$ cat src/rtl/uart_tx_fifo_if.sv
// rtl/uart_tx_fifo_if.sv - host push / UART handshake bundle for uart_tx_fifo
//
// Purpose: groups the host-side push port, the FIFO status flags and the
// UART-facing handshake into one bundle.
// Ports (slave = uart_tx_fifo view):
//   wr_i, dat_i       host push strobe and byte
//   full_o, empty_o   FIFO occupancy flags
//   level_o           entry count
//   overflow_o        one-cycle pulse for a dropped push
//   busy_o            FIFO non-empty or sequencer active
//   uart_wr_o         UART write strobe
//   uart_dat_o        UART byte, held from load to next load
//   uart_busy_i       UART tx_busy
interface uart_tx_fifo_if #(
    parameter int DATA_WIDTH = 8,
    parameter int DEPTH_LOG2 = 4
);
    logic                  wr_i;
    logic [DATA_WIDTH-1:0] dat_i;
    logic                  full_o;
    logic                  empty_o;
    logic [DEPTH_LOG2:0]   level_o;
    logic                  overflow_o;
    logic                  busy_o;
    logic                  uart_wr_o;
    logic [DATA_WIDTH-1:0] uart_dat_o;
    logic                  uart_busy_i;

    modport slave (
        input  wr_i, dat_i, uart_busy_i,
        output full_o, empty_o, level_o, overflow_o, busy_o, uart_wr_o, uart_dat_o
    );

    modport master (
        output wr_i, dat_i, uart_busy_i,
        input  full_o, empty_o, level_o, overflow_o, busy_o, uart_wr_o, uart_dat_o
    );
endinterface

$ cat src/rtl/uart_tx_fifo.sv
// rtl/uart_tx_fifo.sv - byte FIFO and strobe sequencer feeding a UART transmitter
//
// Purpose: buffers host bytes at full clock rate and hands them one at a time
// to the UART, pacing on its tx_busy so back-to-back frames need no polling.
// Ports:
//   clk   system clock, rising edge
//   rst   asynchronous active-high reset
//   bus   uart_tx_fifo_if.slave: host push port, FIFO status, UART handshake
module uart_tx_fifo #(
    parameter int DATA_WIDTH = 8,
    parameter int DEPTH_LOG2 = 4
) (
    input  logic          clk,
    input  logic          rst,
    uart_tx_fifo_if.slave bus
);
    localparam int DEPTH = 1 << DEPTH_LOG2;
    localparam logic [DEPTH_LOG2:0] LEVEL_FULL = {1'b1, {DEPTH_LOG2{1'b0}}};

    typedef enum logic [1:0] {
        IDLE   = 2'd0,
        STROBE = 2'd1,
        DRAIN  = 2'd2
    } state_t;

    state_t                  state_q,    state_d;
    logic [DEPTH_LOG2-1:0]   wr_ptr_q,   wr_ptr_d;
    logic [DEPTH_LOG2-1:0]   rd_ptr_q,   rd_ptr_d;
    logic [DEPTH_LOG2:0]     level_q,    level_d;
    logic                    overflow_q, overflow_d;
    logic                    uart_wr_q,  uart_wr_d;
    logic [DATA_WIDTH-1:0]   uart_dat_q, uart_dat_d;

    logic [DATA_WIDTH-1:0]   mem_q [0:DEPTH-1];

    logic full;
    logic empty;
    logic push_ok;
    logic pop;

    // Flags decode the registered level only, so no input reaches an output
    // combinationally.
    assign full  = (level_q == LEVEL_FULL);
    assign empty = (level_q == '0);

    always_comb begin
        state_d    = state_q;
        wr_ptr_d   = wr_ptr_q;
        rd_ptr_d   = rd_ptr_q;
        level_d    = level_q;
        uart_wr_d  = uart_wr_q;
        uart_dat_d = uart_dat_q;
        pop        = 1'b0;

        // Full is judged on the pre-edge level: a push while full is dropped
        // even if the sequencer pops on the same edge.
        push_ok    = bus.wr_i && !full;
        overflow_d = bus.wr_i && full;

        case (state_q)
            IDLE: begin
                if (!empty && !bus.uart_busy_i) begin
                    pop        = 1'b1;
                    uart_dat_d = mem_q[rd_ptr_q];
                    uart_wr_d  = 1'b1;
                    state_d    = STROBE;
                end
            end
            STROBE: begin
                // Strobe stays up until the UART acknowledges with tx_busy;
                // there is deliberately no timeout here.
                if (bus.uart_busy_i) begin
                    uart_wr_d = 1'b0;
                    state_d   = DRAIN;
                end
            end
            DRAIN: begin
                if (!bus.uart_busy_i) begin
                    state_d = IDLE;
                end
            end
            default: begin
                uart_wr_d = 1'b0;
                state_d   = IDLE;
            end
        endcase

        if (push_ok) begin
            wr_ptr_d = wr_ptr_q + DEPTH_LOG2'(1);
        end
        if (pop) begin
            rd_ptr_d = rd_ptr_q + DEPTH_LOG2'(1);
        end

        case ({push_ok, pop})
            2'b10:   level_d = level_q + (DEPTH_LOG2 + 1)'(1);
            2'b01:   level_d = level_q - (DEPTH_LOG2 + 1)'(1);
            default: level_d = level_q;
        endcase
    end

    always_ff @(posedge clk or posedge rst) begin
        if (rst) begin
            state_q    <= IDLE;
            wr_ptr_q   <= '0;
            rd_ptr_q   <= '0;
            level_q    <= '0;
            overflow_q <= 1'b0;
            uart_wr_q  <= 1'b0;
            uart_dat_q <= '0;
        end else begin
            state_q    <= state_d;
            wr_ptr_q   <= wr_ptr_d;
            rd_ptr_q   <= rd_ptr_d;
            level_q    <= level_d;
            overflow_q <= overflow_d;
            uart_wr_q  <= uart_wr_d;
            uart_dat_q <= uart_dat_d;
        end
    end

    // Storage is not reset; entries outside [rd_ptr, rd_ptr+level) are never read.
    always_ff @(posedge clk) begin
        if (push_ok) begin
            mem_q[wr_ptr_q] <= bus.dat_i;
        end
    end

    assign bus.full_o     = full;
    assign bus.empty_o    = empty;
    assign bus.level_o    = level_q;
    assign bus.overflow_o = overflow_q;
    assign bus.busy_o     = !empty || (state_q != IDLE);
    assign bus.uart_wr_o  = uart_wr_q;
    assign bus.uart_dat_o = uart_dat_q;
endmodule

$ cat src/flat_wrapper.sv
// flat-port wrapper written by rule: the top's interface ports become plain ports
module uart_tx_fifo_flat 
#(
    parameter int DATA_WIDTH = 8,
    parameter int DEPTH_LOG2 = 4
)
  (clk, rst, bus_wr_i, bus_dat_i, bus_uart_busy_i, bus_full_o, bus_empty_o, bus_level_o, bus_overflow_o, bus_busy_o, bus_uart_wr_o, bus_uart_dat_o);
  uart_tx_fifo_if #(.DATA_WIDTH(DATA_WIDTH), .DEPTH_LOG2(DEPTH_LOG2)) bus_i ();
  input  logic clk;
  input  logic rst;
  input wire logic [$bits(bus_i.wr_i)-1:0] bus_wr_i;
  input wire logic [$bits(bus_i.dat_i)-1:0] bus_dat_i;
  input wire logic [$bits(bus_i.uart_busy_i)-1:0] bus_uart_busy_i;
  output wire logic [$bits(bus_i.full_o)-1:0] bus_full_o;
  output wire logic [$bits(bus_i.empty_o)-1:0] bus_empty_o;
  output wire logic [$bits(bus_i.level_o)-1:0] bus_level_o;
  output wire logic [$bits(bus_i.overflow_o)-1:0] bus_overflow_o;
  output wire logic [$bits(bus_i.busy_o)-1:0] bus_busy_o;
  output wire logic [$bits(bus_i.uart_wr_o)-1:0] bus_uart_wr_o;
  output wire logic [$bits(bus_i.uart_dat_o)-1:0] bus_uart_dat_o;
  assign bus_i.wr_i = bus_wr_i;
  assign bus_i.dat_i = bus_dat_i;
  assign bus_i.uart_busy_i = bus_uart_busy_i;
  assign bus_full_o = bus_i.full_o;
  assign bus_empty_o = bus_i.empty_o;
  assign bus_level_o = bus_i.level_o;
  assign bus_overflow_o = bus_i.overflow_o;
  assign bus_busy_o = bus_i.busy_o;
  assign bus_uart_wr_o = bus_i.uart_wr_o;
  assign bus_uart_dat_o = bus_i.uart_dat_o;
  uart_tx_fifo #(.DATA_WIDTH(DATA_WIDTH), .DEPTH_LOG2(DEPTH_LOG2)) u_core (.clk(clk), .rst(rst), .bus(bus_i));
endmodule
$ cat config.mk
export PLATFORM = sky130hd
export DESIGN_NAME = uart_tx_fifo_flat
export DESIGN_NICKNAME = d
export VERILOG_FILES = /design/src/rtl/uart_tx_fifo_if.sv /design/src/rtl/uart_tx_fifo.sv /design/src/flat_wrapper.sv
export SDC_FILE = /design/constraint.sdc
export NUM_CORES = 1
export LEC_CHECK = 0
export ABC_AREA = 1
export CORE_ASPECT_RATIO = 0.8
export CORE_MARGIN = 5
export CORE_UTILIZATION = 40
export DETAILED_ROUTE_END_ITERATION = 10
export HOLD_SLACK_MARGIN = 0.12
export PLACE_DENSITY = 0.55
export SLEW_MARGIN = 20
export SYNTH_ARGS = -nofsm -noshare
export SYNTH_HDL_FRONTEND = slang
export SYNTH_SLANG_ARGS = --single-unit
export TNS_END_PERCENT = 20
$ cat constraint.sdc
create_clock -name clk -period 6.7 [get_ports clk]
set_input_delay 1.34 -clock clk [delete_from_list [all_inputs] [get_ports clk]]
set_output_delay 1.34 -clock clk [all_outputs]
set_load 0.02 [all_outputs]
==> results.md, run 1 <==
- Arrival time worst endpoint: 3.80 ns
- Max_cap viols: 0
- Core area: 0.01671 mm²
- Worst-path fanout max: 16
- Total clock buffers created by CTS: 17
- Synth Register Bits: 153
- Max Clock Freq: 0.2913 GHz
- Routed vias/inst: 4.851
- Syn Nets: 717
- Clock buffer depth: 2
- Post-route DRC violation count: 0
- First-pass GRT wire length: 25.10 mm
- Total I/O pin count: 30
- Sequential area share after synthesis: 0.6505
- Top FF cell, synth: edfxtp_1
- Final Skew: 0.008360 ns
- Post_cts resized: 0
- Largest net degree at the start of global routing: 68
- Status: completed
- Syn Area/Cell: 9.871 µm²
- Most instantiated cells after synthesis: nand2_1 (238), edfxtp_1 (128), inv_1 (120)
- GP Congestion: 0.8556
- Final hold violations: 0
- GRT overflow: 0
- CTS tree: done
- CP Launch Type: input port
- Initial Utilization: 0.4111
- Area Growth Syn to Fin: 14.95%
- Drt total wl: 16.09 mm
- Antenna cells: 0
- Final setup violation count: 0
- Slowest cell on the critical path: clkdlybuf4s50_1
- Slew margin rel.: 0.2674
- Layout cell share with drive strength beyond 1: 0.06310
- Tot GR Track Use: 0.1695
- Post-synth EDFFs: 128
- Overall power: 3326 µW
- H-Tree Depth: 4
- Post-synth top area share: 0.5595
- Max IR drop VDD: 0.0002356 V
- CTS root buffer: clkbuf_16
- Post-CTS Setup Bufs: 0
- Dpl hpwl: 10.63 mm
- Unique masters post-synth: 24
- Yosys warns: 0
- RSZ-0062 raised after global routing: no
- Number of global-route vias before repair: 4529
- FFs w/ async S/R, synth: 0.1634
- Most frequent cell on the critical path: nand2_1
- # nets final: 737
- Die Y: 127.2 µm
- Drt pass-1 iters: 5
- Worst-Margin Slew: 1.099 ns
- Mapped cell area: 0.006870 mm²
- Data required, critical path: 7.07 ns
- Sink Count: 153
- Latest clock arrival within the worst-skew pair: 0.43 ns
- Die Area: 0.01991 mm²
- CP endpoint kind: flip-flop
- Crit-path max cell delay: 0.47 ns
- Post-layout minimum cycle time: 3.433 ns
- Leakage power: 0.003448 µW
- Final antenna-violating net count: 0
- Setup CP Type: in2reg
- Max Transition Viols Final: 0
- Die width: 156.5 µm
- Worst Hold Class: reg2reg
- Synthesized netlist cell count: 696
- # hold bufs at CTS: 0
- # port buffers: 29
- Post-Route Setup TNS: 0 ns
- Power per cell area: 421.2 mW/mm²
- DR WL/cell: 16.96 µm
- Most area-hungry cell type in the Yosys netlist: edfxtp_1
- Synth area leaders: edfxtp_1 (56%), nand2_1 (13%), dfrtp_1 (9.1%)
- Row cnt: 42
- CP cell instances: clkdlybuf4s50_1, nor3_1, nand2_2, inv_2, ha_1, xor2_1, ha_1, inv_1, nand2_1, nand3_1, nand2_1, xor2_1, nand2_1, nand2_1
- Initial antenna violation count: 0
- Clock-pin slew on the worst setup and hold paths: 0.06 ns
- Worst Hold Slack: 0.4807 ns
- Final period utilization: 0.5124
- Count leader, synth: nand2_1
- DR iter-0 viols: 417
- Vias: 4604
routing by layer:
layer | share of wire | GRT usage
met3 | 0.063 | 0.03820
met1 | 0.47 | 0.2445
met2 | 0.45 | 0.2530
met5 | 0 | 0
met4 | 0.021 | 0.06020
stage by stage:
step,setup WS [ns],cells,utilization,cell area [µm²]
after floorplan,3.733,696,-,6870
after global placement,2.988,917,0.4358,7282
after detailed placement,2.828,917,0.4358,7282
after CTS,3.252,949,0.4705,7863
after global routing,2.999,949,0.4726,7898
final,3.267,949,0.4726,7898
sequential cells by signal (all words and copies together) (netlist names):
name and cells:
u_core.mem_q 128, u_core.bus.uart_dat_o 8, u_core.bus.level_o 5, u_core.rd_ptr_q 4
u_core.wr_ptr_q 4, u_core.state_q 2, u_core.bus.overflow_o 1, u_core.bus.uart_wr_o 1
power breakdown:
group | internal [µW] | leakage, µW | switching [µW]
clock | 565 | 0.000280 | 382
combinational | 356 | 0.00170 | 752
sequential | 1170 | 0.00147 | 99.0
cells in the final DEF, fill, tap and decap left out, drive strengths merged:
master	n
ha	9
o21ai	5
bufinv	2
nor3	17
a21oi	1
xor2	5
xnor2	4
clkinvlp	3
o21bai	1
clkinv	7
inv	123
nand2	240
nor2	3
edfxtp	128
a21boi	1
clkdlybuf4s50	29
clkbuf	20
buf	2
o31ai	1
nor4	1
dfrtp	25
nand3	102
worst paths after layout:
kind                                     startpoint  slack, ns  cells after the start                       end
min in group asynchronous                       rst       1.28                      2         u_core.state_q[0]
hold / removal             u_core.bus.uart_dat_o[1]       0.48                      2  u_core.bus.uart_dat_o[1]
setup / recovery                    bus_uart_busy_i       3.27                     14     u_core.bus.level_o[4]
hold reg to reg            u_core.bus.uart_dat_o[1]       0.48                      2  u_core.bus.uart_dat_o[1]
max in group asynchronous                       rst       5.02                      2        u_core.rd_ptr_q[0]
setup reg to reg              u_core.bus.level_o[0]       3.83                     13     u_core.bus.level_o[4]
worst max-delay path: cells and delay by family:
family / cells / cell delay (ns)
xor gates and xnor gates: 2 / 0.37
and+or+nand+nor: 7 / 0.87
adders and majority gates: 2 / 0.47
buffers and inverters: 3 / 0.76
cell families after synthesis:
group / count (synthesis) / share of synthesized area
and+or+nand+nor: 363 / 0.2220
AOI/OAI and AO/OA: 9 / 0.007649
buffers and inverters: 153 / 0.09197
DFF: 153 / 0.6505
xor gates and xnor gates: 9 / 0.01147
adders and majority gates: 9 / 0.01639
layout make-up:
type | instances | area (µm²)
clock buffers | 20 | 456.7
flip-flops and latches | 153 | 4471
inverters | 123 | 461.7
repair buffers | 31 | 305.3
well taps | 220 | 275.3
clock inverters | 12 | 123.9
multi-input cells | 390 | 1804
fillers | 1570 | 8813
(Power assumes the default switching activity.)
==> run 2: changes to the inputs <==
Clock period 6.7 ns to 3.3 ns, I/O delays scaled along.
==> results.md, run 2 (synthesized netlist as in run 1, its figures left out) <==
- Status: completed
- Power per cell area: 848.9 mW/mm² (+100%)
- Row cnt: 42 (unchanged)
- # hold bufs at CTS: 0 (unchanged)
- First-pass GRT wire length: 24.53 mm (-2.3%)
- Die Area: 0.01991 mm² (unchanged)
- Post-route DRC violation count: 0 (unchanged)
- Arrival time worst endpoint: 2.11 ns (-1.69 ns)
- Final setup margin: 0.5274 ns (-2.740 ns)
- Initial antenna violation count: 0 (unchanged)
- Max reg flops: 128 (unchanged)
- Die Y: 127.2 µm (unchanged)
- P_int: 4313 µW (+110%)
- Placed Cells: 937 (+2.2%)
- GP Congestion: 0.8184 (-4.3%)
- Clock buffer depth: 2 (unchanged)
- Final Skew: 0.006372 ns (-0.001988 ns)
- Routed vias/inst: 4.743 (-2.2%)
- Place WS: 0.3792 ns (-2.448 ns)
- Largest net degree at the start of global routing: 68 (unchanged)
- # nets final: 757 (+2.7%)
- FF+latch area: 0.004471 mm² (unchanged)
- Most common cell after layout, fill and taps aside: nand2_1
- Final hold violations: 0 (unchanged)
- Biggest register: u_core.mem_q
- Leakage power: 0.003544 µW (+2.8%)
- Antenna cells: 0 (unchanged)
- Crit-path max cell delay: 0.60 ns (+0.13 ns)
- Worst path buffer plus inverter count: 2 (-1)
- Slew margin rel.: 0.3216 (+0.05413)
- Delay-heaviest family, CP: buffers and inverters
- Overall power: 6805 µW (+100%)
- CP endpoint kind: output pin
- Worst-path fanout max: 5 (-11)
- Post-layout util: 0.4797 (+0.007112)
- Final antenna-violating net count: 0 (unchanged)
- Area Growth Syn to Fin: 16.68%
- Drt total wl: 15.45 mm (-4.0%)
- Max_cap viols: 0 (unchanged)
- Post-layout minimum cycle time: 2.773 ns
- Dpl hpwl: 9.948 mm (-6.5%)
- Sink Count: 153 (unchanged)
- Drt pass-1 iters: 5 (unchanged)
- Max Transition Viols Final: 0 (unchanged)
- CTS root buffer: clkbuf_16
- Final period utilization: 0.8402
- Post-Layout Cell Count: 969 (+2.1%)
- Setup CP Type: reg2out
- Layout cell share with drive strength beyond 1: 0.07610 (+0.01300)
- Final setup violation count: 0 (unchanged)
- Die width: 156.5 µm (unchanged)
- P_sw: 2492 µW (+100%)
- GRT overflow: 0 (unchanged)
- Sequential fraction of design power: 0.374 (-0.008)
- H-Tree Depth: 4 (unchanged)
- Post-Route Setup TNS: 0 ns (unchanged)
- Number of global-route vias before repair: 4479 (-1.1%)
- Max IR drop VDD: 0.0004388 V (+86%)
- Total clock buffers created by CTS: 17 (unchanged)
- Commonest cells after routing, fill and taps aside: nand2_1 (238), edfxtp_1 (128), inv_1 (119)
- Data required, critical path: 2.64 ns (-4.43 ns)
- RSZ-0062 raised after global routing: no
- Core area: 0.01671 mm² (unchanged)
- Switching part of the total: 0.3662 (-0.004652)
- Max Clock Freq: 0.3607 GHz
- Vias: 4596 (-0.17%)
- Gate power share: 0.342 (+0.009)
- Initial Utilization: 0.4111 (unchanged)
- Clock share of power: 0.284 (about the same)
- Worst Hold Class: reg2reg
- Clock-pin slew on the worst setup and hold paths: 0.06 ns (about the same)
- Tot GR Track Use: 0.1635 (-0.006029)
- Post-CTS Setup Bufs: 0 (unchanged)
- Area of the multi-input gates: 0.001769 mm² (-1.9%)
- CP Launch Type: flip-flop
- Worst-Margin Slew: 1.011 ns (-0.08744 ns)
- Slowest cell on the critical path: clkdlybuf4s50_1
- CP cell instances: nor4_2, nand2_1, inv_1, clkdlybuf4s50_1
- Latest clock arrival within the worst-skew pair: 0.42 ns (about the same)
- # fillers: 1564 (-0.38%)
- Total I/O pin count: 30 (unchanged)
- # port buffers: 29 (unchanged)
- DR iter-0 viols: 311 (-25%)
- CTS tree: done
- Post_cts resized: 0 (unchanged)
- DR WL/cell: 15.95 µm (-5.9%)
==> run 2: changes by cell type in the layout (fill, tap and decap cells not counted), sizes merged <==
| cell | delta |
|---|---|
| buf | +20 |
| clkbuf | -3 |
| clkinv | +2 |
| clkinvlp | +2 |
| inv | -2 |
| bufinv | +1 |
==> run 2: stage by stage <==
step	hold WS (ns)	area, µm²
2_1_floorplan	0.4769	6870
6_report	0.4833	8016
3_5_place_dp	0.4727	7432
4_1_cts	0.4866	8016
3_3_place_gp	0.4687	7432
5_1_grt	0.4982	8016
==> run 2: worst paths after layout <==
kind | start | depth (start not counted) | slack, ns | to
max | u_core.bus.level_o[0] | 4 | 0.53 | bus_empty_o
min | u_core.bus.uart_dat_o[7] | 2 | 0.48 | u_core.bus.uart_dat_o[7]
max reg2reg | u_core.bus.level_o[0] | 14 | 0.81 | u_core.bus.level_o[4]
min reg2reg | u_core.bus.uart_dat_o[7] | 2 | 0.48 | u_core.bus.uart_dat_o[7]
max in group asynchronous | rst | 2 | 1.92 | u_core.rd_ptr_q[0]
min in group asynchronous | rst | 2 | 0.75 | u_core.bus.uart_dat_o[1]
==> run 2: power groups by stage <==
stage                     Combinational [µW]  Clock (µW)  Sequential (µW)
final                                   2330        1940             2540
after global routing                    2590        2060             2570
after CTS                               2350        1960             2540
after detailed placement                2340           0             2580
after global placement                  2300           0             2570
after floorplan                         1500           0             2640
==> run 2: layer usage <==
layer / vias to the layer above / track usage / wire [µm]
li1: 2302 / - / -
met1: 2185 / 0.2358 / 7709
met2: 91 / 0.2465 / 6872
met3: 18 / 0.04293 / 684
met4: 0 / 0.04439 / 186
met5: - / 0 / 0
==> run 2: area by class of cell <==
class	count	area share
inverters	123	0.05759
clock buffers	17	0.05307
well taps	220	0.03434
multi-input cells	390	0.2207
repair buffers	51	0.05681
clock inverters	15	0.01982
flip-flops and latches	153	0.5577
==> run 2: worst register-to-register path: stages, from the launching register on <==
cell and delay (ns):
dfrtp_1 0.44, nor4_2 0.39, nand2_1 0.15, nand2_2 0.10, inv_2 0.11, ha_1 0.31, xor2_1 0.22, ha_1 0.18
inv_1 0.04, nand2_1 0.08, nand3_1 0.08, nand2_1 0.08, xor2_1 0.14, nand2_1 0.06, nand2_1 0.05
